### src/rtl/pipe_arb_pkg.sv
// Shared types for the packet-granular PipeInLast arbiter.
package pipe_arb_pkg;

  localparam int MAX_NREQ = 16;

  typedef enum logic {ARB_IDLE, ARB_LOCKED} arb_state_t;

endpackage

### src/rtl/pipe_last_buf.sv
// One-entry PipeInLast register stage: a beat loaded here is offered downstream
// on the next cycle, and a drain and a reload in the same cycle keep full rate.
module pipe_last_buf #(
  parameter int WIDTH = 32
) (
  input  logic             CLK,
  input  logic             nRST,
  input  logic             load,
  input  logic [WIDTH-1:0] load_v,
  input  logic             load_last,
  input  logic             rdy,
  output logic             valid,
  output logic             ena,
  output logic [WIDTH-1:0] v,
  output logic             last,
  output logic             space
);

  assign ena   = valid & rdy;
  assign space = ~valid | rdy;

  always_ff @(posedge CLK) begin
    if (!nRST)
      valid <= 1'b0;
    else if (load)
      valid <= 1'b1;
    else if (ena)
      valid <= 1'b0;
  end

  // Payload is qualified by valid, so it needs no reset.
  always_ff @(posedge CLK) begin
    if (load) begin
      v    <= load_v;
      last <= load_last;
    end
  end

endmodule

### src/rtl/pipe_last_arbiter.sv
// Round-robin arbiter sharing one PipeInLast sink; a grant is held from the
// first beat of a packet until its last beat has been accepted.
module pipe_last_arbiter
  import pipe_arb_pkg::*;
#(
  parameter  int NREQ  = 4,
  parameter  int WIDTH = 32,
  localparam int IDW   = $clog2(NREQ)
) (
  input  logic                  CLK,
  input  logic                  nRST,
  input  logic [NREQ-1:0]       in_req,
  input  logic [NREQ-1:0]       in_enq__ENA,
  input  logic [NREQ*WIDTH-1:0] in_enq_v,
  input  logic [NREQ-1:0]       in_enq_last,
  output logic [NREQ-1:0]       in_enq__RDY,
  output logic                  out_enq__ENA,
  output logic [WIDTH-1:0]      out_enq_v,
  output logic                  out_enq_last,
  input  logic                  out_enq__RDY,
  output logic [IDW-1:0]        grant_id,
  output logic                  busy
);

  arb_state_t       state;
  logic [IDW-1:0]   gid;
  logic [IDW-1:0]   rr_ptr;
  logic             space;
  logic             valid;
  logic             accept;
  logic [WIDTH-1:0] sel_v;
  logic             sel_last;
  logic [NREQ-1:0]  rdy_vec;

  // Rotate so the requester after ptr sits at bit 0, take the lowest set bit,
  // then rotate the index back.
  function automatic logic [IDW-1:0] rr_pick(input logic [NREQ-1:0] req,
                                             input logic [IDW-1:0]  ptr);
    logic [NREQ-1:0] rot;
    logic [IDW-1:0]  k;
    logic            found;
    int              j;
    rot   = '0;
    k     = '0;
    found = 1'b0;
    for (int i = 0; i < NREQ; i++) begin
      j      = (int'(ptr) + 1 + i) % NREQ;
      rot[i] = req[j[IDW-1:0]];
    end
    for (int i = 0; i < NREQ; i++) begin
      if (!found && rot[i]) begin
        k     = IDW'(i);
        found = 1'b1;
      end
    end
    j = (int'(k) + int'(ptr) + 1) % NREQ;
    return j[IDW-1:0];
  endfunction

  always_comb begin
    rdy_vec = '0;
    if (state == ARB_LOCKED && space)
      rdy_vec[gid] = 1'b1;
  end

  assign in_enq__RDY = rdy_vec;
  assign accept      = in_enq__ENA[gid] & rdy_vec[gid];
  assign sel_v       = in_enq_v[gid*WIDTH +: WIDTH];
  assign sel_last    = in_enq_last[gid];

  always_ff @(posedge CLK) begin
    if (!nRST) begin
      state  <= ARB_IDLE;
      gid    <= '0;
      rr_ptr <= IDW'(NREQ - 1);
    end else begin
      case (state)
        ARB_IDLE: begin
          if (|in_req) begin
            gid   <= rr_pick(in_req, rr_ptr);
            state <= ARB_LOCKED;
          end
        end
        ARB_LOCKED: begin
          if (accept && sel_last) begin
            rr_ptr <= gid;
            state  <= ARB_IDLE;
          end
        end
        default: state <= ARB_IDLE;
      endcase
    end
  end

  pipe_last_buf #(.WIDTH(WIDTH)) u_buf (
    .CLK       (CLK),
    .nRST      (nRST),
    .load      (accept),
    .load_v    (sel_v),
    .load_last (sel_last),
    .rdy       (out_enq__RDY),
    .valid     (valid),
    .ena       (out_enq__ENA),
    .v         (out_enq_v),
    .last      (out_enq_last),
    .space     (space)
  );

  assign grant_id = gid;
  assign busy     = (state == ARB_LOCKED) | valid;

  // A strobe on a port that is not ready is dropped by the datapath above.
  always_ff @(posedge CLK) begin
    if (nRST)
      assert ((in_enq__ENA & ~rdy_vec) == '0)
        else $error("pipe_last_arbiter: enq strobe without ready ena=%b rdy=%b", in_enq__ENA, rdy_vec);
  end

endmodule
### config.mk
export PLATFORM = sky130hd
export DESIGN_NAME = pipe_last_arbiter
export DESIGN_NICKNAME = d
export VERILOG_FILES = /design/src/rtl/pipe_arb_pkg.sv /design/src/rtl/pipe_last_buf.sv /design/src/rtl/pipe_last_arbiter.sv
export SDC_FILE = /design/constraint.sdc
export NUM_CORES = 1
export LEC_CHECK = 0
export CORE_MARGIN = 8
export CORE_UTILIZATION = 30
export CTS_BUF_LIST = sky130_fd_sc_hd__clkbuf_4
export DETAILED_ROUTE_END_ITERATION = 7
export GPL_TIMING_DRIVEN = 0
export PLACE_DENSITY_LB_ADDON = 0.2
export SYNTH_ARGS = -nofsm -noshare
export SYNTH_HDL_FRONTEND = slang
export SYNTH_SLANG_ARGS = --single-unit
### constraint.sdc
create_clock -name CLK -period 5.5 [get_ports CLK]
set_clock_uncertainty 0.1 [all_clocks]
set_input_delay 1.1 -clock CLK [delete_from_list [all_inputs] [get_ports CLK]]
set_output_delay 1.1 -clock CLK [all_outputs]
set_load 0.05 [all_outputs]
==> results.yml <==
floorplan:
  die_area_mm2: 0.0106
  start_util_pct: 31.1
  io_pins: 184
  coreArea_mm2: 0.00725
  dieHeight_um: 103
  rows: 31
  die_x_um: 103
clocking:
  numCtsBuffers: 5
  cts_tree: "yes"
  clk_latency_ns: 0.33
  hold_buffers: 0
  clk_pin_slew_ns: 0.11
  cts_buffer_depth: 2
  post_cts_buffers: 0
  clkSinkCount: 39
  h-tree-depth: 2
  cts_resized: 0
  cts_root_buf: "clkbuf_4"
place:
  io_buffer_count: 181
  gp_congestion: 0.767
  dpl_cell_area_mm2: 0.00419
  hpwlAfterDp_mm: 6.92
flow_run:
  drv_cap: 0
timing:
  drv_slew: 0
  grt_setup_unrepaired: "no"
  finalHoldWorstSlack_ns: 0.470
  slew-limit-headroom_pct: 61.9
  hold_viol_final: 0
  finalSetupTns_ns: 0
  timing.fmax_mhz: 246
  timing.final.crit_share_pct: 74.0
  setup_viol: 0
  worst_slew_pin_slew_ns: 0.572
  period_minus_slack_ns: 4.07
global_routing:
  gr-usage-met2_pct: 28.0
  grt_pass1_wl_mm: 12.3
  first_global_vias: 2281
  grt_antenna_before_repair: 0
  grt_use_met3_pct: 6.28
  globalRouteOverflowTotal: 0
  grt_max_degree: 36
  grtUsageMet1_pct: 16.2
  track_usage_pct: 15.4
  busiest_layer: "met2"
setup_path:
  critPathMaxFanout: 4
  critical_path_class: "in -> out"
  end_kind: "primary output"
  rrSetupSlack_ns: 3.48
  startpoint_type: "input port"
  worstPathRequired_ns: 4.30
  crit_arrival_ns: 2.87
drt:
  detail-route-antenna-nets: 0
  drt_first_pass_iters: 4
  wl_per_cell_um: 19.3
  drc: 0
  via_per_inst: 4.83
  first_iter_violations: 56
  wirelength_mm: 8.17
  vias: 2046
yosys:
  synth_cell_types: 30
  ys_seq_area_share_pct: 49.3
  synthFlopType: "edfxtp_1"
  synthesis.area_mm2: 0.00226
  synth_warnings: 0
  synthCells: 137
  synth_edf_count: 33
  ys_seq_elements: 39
  synth_fp_nets: 281
  synthArstFlopShare_pct: 0
  postSynthAreaPerCell_um2: 16.5
final_layout:
  final_area_mm2: 0.00424
  diodes: 0
  fin_util_pct: 58.4
  finalNetCount: 469
  syn_to_final_growth_pct: 87.9
  drive_above_1_share_pct: 16.3
  fillers: 616
power_and_ir_drop:
  power_density_mw_per_mm2: 223
  leakage_nw: 1.45
  vdd_ir_drop_max_mv: 0.122
outcome:
  status: "finished clean"
hold_path:
  min_path_type: "reg -> reg"
routing by layer:
layer,vias up,wire (um)
met5,-,0
met4,0,104
met3,10,1020
met2,108,4220
met1,980,2820
li1,948,-
cell usage in the layout, fill, tap and decap left out, types with 2 or more instances in the layout:
cell / instances
inv_1: 4
clkbuf_1: 4
dfxtp_1: 6
edfxtp_1: 33
nor3b_1: 2
nand3_1: 2
nor2_1: 12
buf_2: 4
clkbuf_4: 5
nand2_1: 4
mux2i_1: 2
mux4_2: 34
o32ai_1: 2
clkdlybuf4s50_1: 181
buf_4: 3
a21oi_1: 4
nor3_1: 3
or2_2: 3
a211oi_1: 2
cell type report:
class / count / area [um2] / area share, %
repair buffers: 181 / 1810 / 42.8
plain buffers: 12 / 68.8 / 1.62
clock inverters: 2 / 8.76 / 0.207
well taps: 99 / 124 / 2.92
multi-input cells: 82 / 1060 / 25.0
clock buffers: 5 / 37.5 / 0.886
inverters: 4 / 15.0 / 0.354
flip-flops and latches: 39 / 1110 / 26.2
registers in the layout, indices dropped and copies added, names as in the netlist:
signal       cells
grant_id         2
rr_ptr           2
state            1
u_buf.last       1
u_buf.v         32
u_buf.valid      1
worst max-delay path: stages:
cell	delay, ns
clkdlybuf4s50_1	0.46
nand2b_1	0.16
nand2_1	0.11
nor3b_1	0.21
clkdlybuf4s50_1	0.83
worst paths after layout:
check                                start                  endpoint  depth (start not counted)
hold / removal    u_buf.valid$_SDFFE_PN0P_  u_buf.valid$_SDFFE_PN0P_                          2
setup / recovery              out_enq__RDY            in_enq__RDY[2]                          5
hold reg to reg   u_buf.valid$_SDFFE_PN0P_  u_buf.valid$_SDFFE_PN0P_                          2
setup reg to reg    rr_ptr[0]$_SDFFE_PN1P_  grant_id[1]$_SDFFE_PN0P_                         11
metrics by stage:
stage / worst slack (ns) / instances / total power, mW
after floorplan: 1.81 / 137 / 0.633
after global placement: 1.44 / 417 / 0.812
after detailed placement: 1.44 / 417 / 0.818
after CTS: 1.43 / 424 / 0.957
after global routing: 1.34 / 424 / 0.993
final: 1.43 / 424 / 0.944
synthesized netlist by cell type, types with 2 or more instances:
cell type | count | area, um2
nor3_1 | 3 | 15.0
nor3b_1 | 2 | 15.0
edfxtp_1 | 33 | 991
buf_4 | 3 | 22.5
mux4_2 | 34 | 766
a211oi_1 | 2 | 15.0
clkbuf_1 | 4 | 15.0
mux2i_1 | 2 | 20.0
buf_2 | 4 | 20.0
inv_1 | 4 | 15.0
a21oi_1 | 4 | 20.0
nand2_1 | 4 | 15.0
or2_2 | 3 | 18.8
nor2_1 | 12 | 45.0
o32ai_1 | 2 | 17.5
dfxtp_1 | 6 | 120
nand3_1 | 2 | 10.0
where the power goes:
part           switching (mW)  internal, mW  leakage (nW)
logic                   0.205         0.225          1.07
registers              0.0103         0.364         0.355
clock network          0.0929        0.0454        0.0285
total                   0.309         0.635          1.45
cell families after synthesis:
family,Yosys count,synth area share [%]
xor gates and xnor gates,1,0.388
AOI/OAI and AO/OA,12,3.77
DFF,39,49.3
muxes,36,34.8
buffers and inverters,16,3.72
adders and majority gates,1,0.555
and+or+nand+nor,32,7.49
Power figures use the tool's default switching activity.
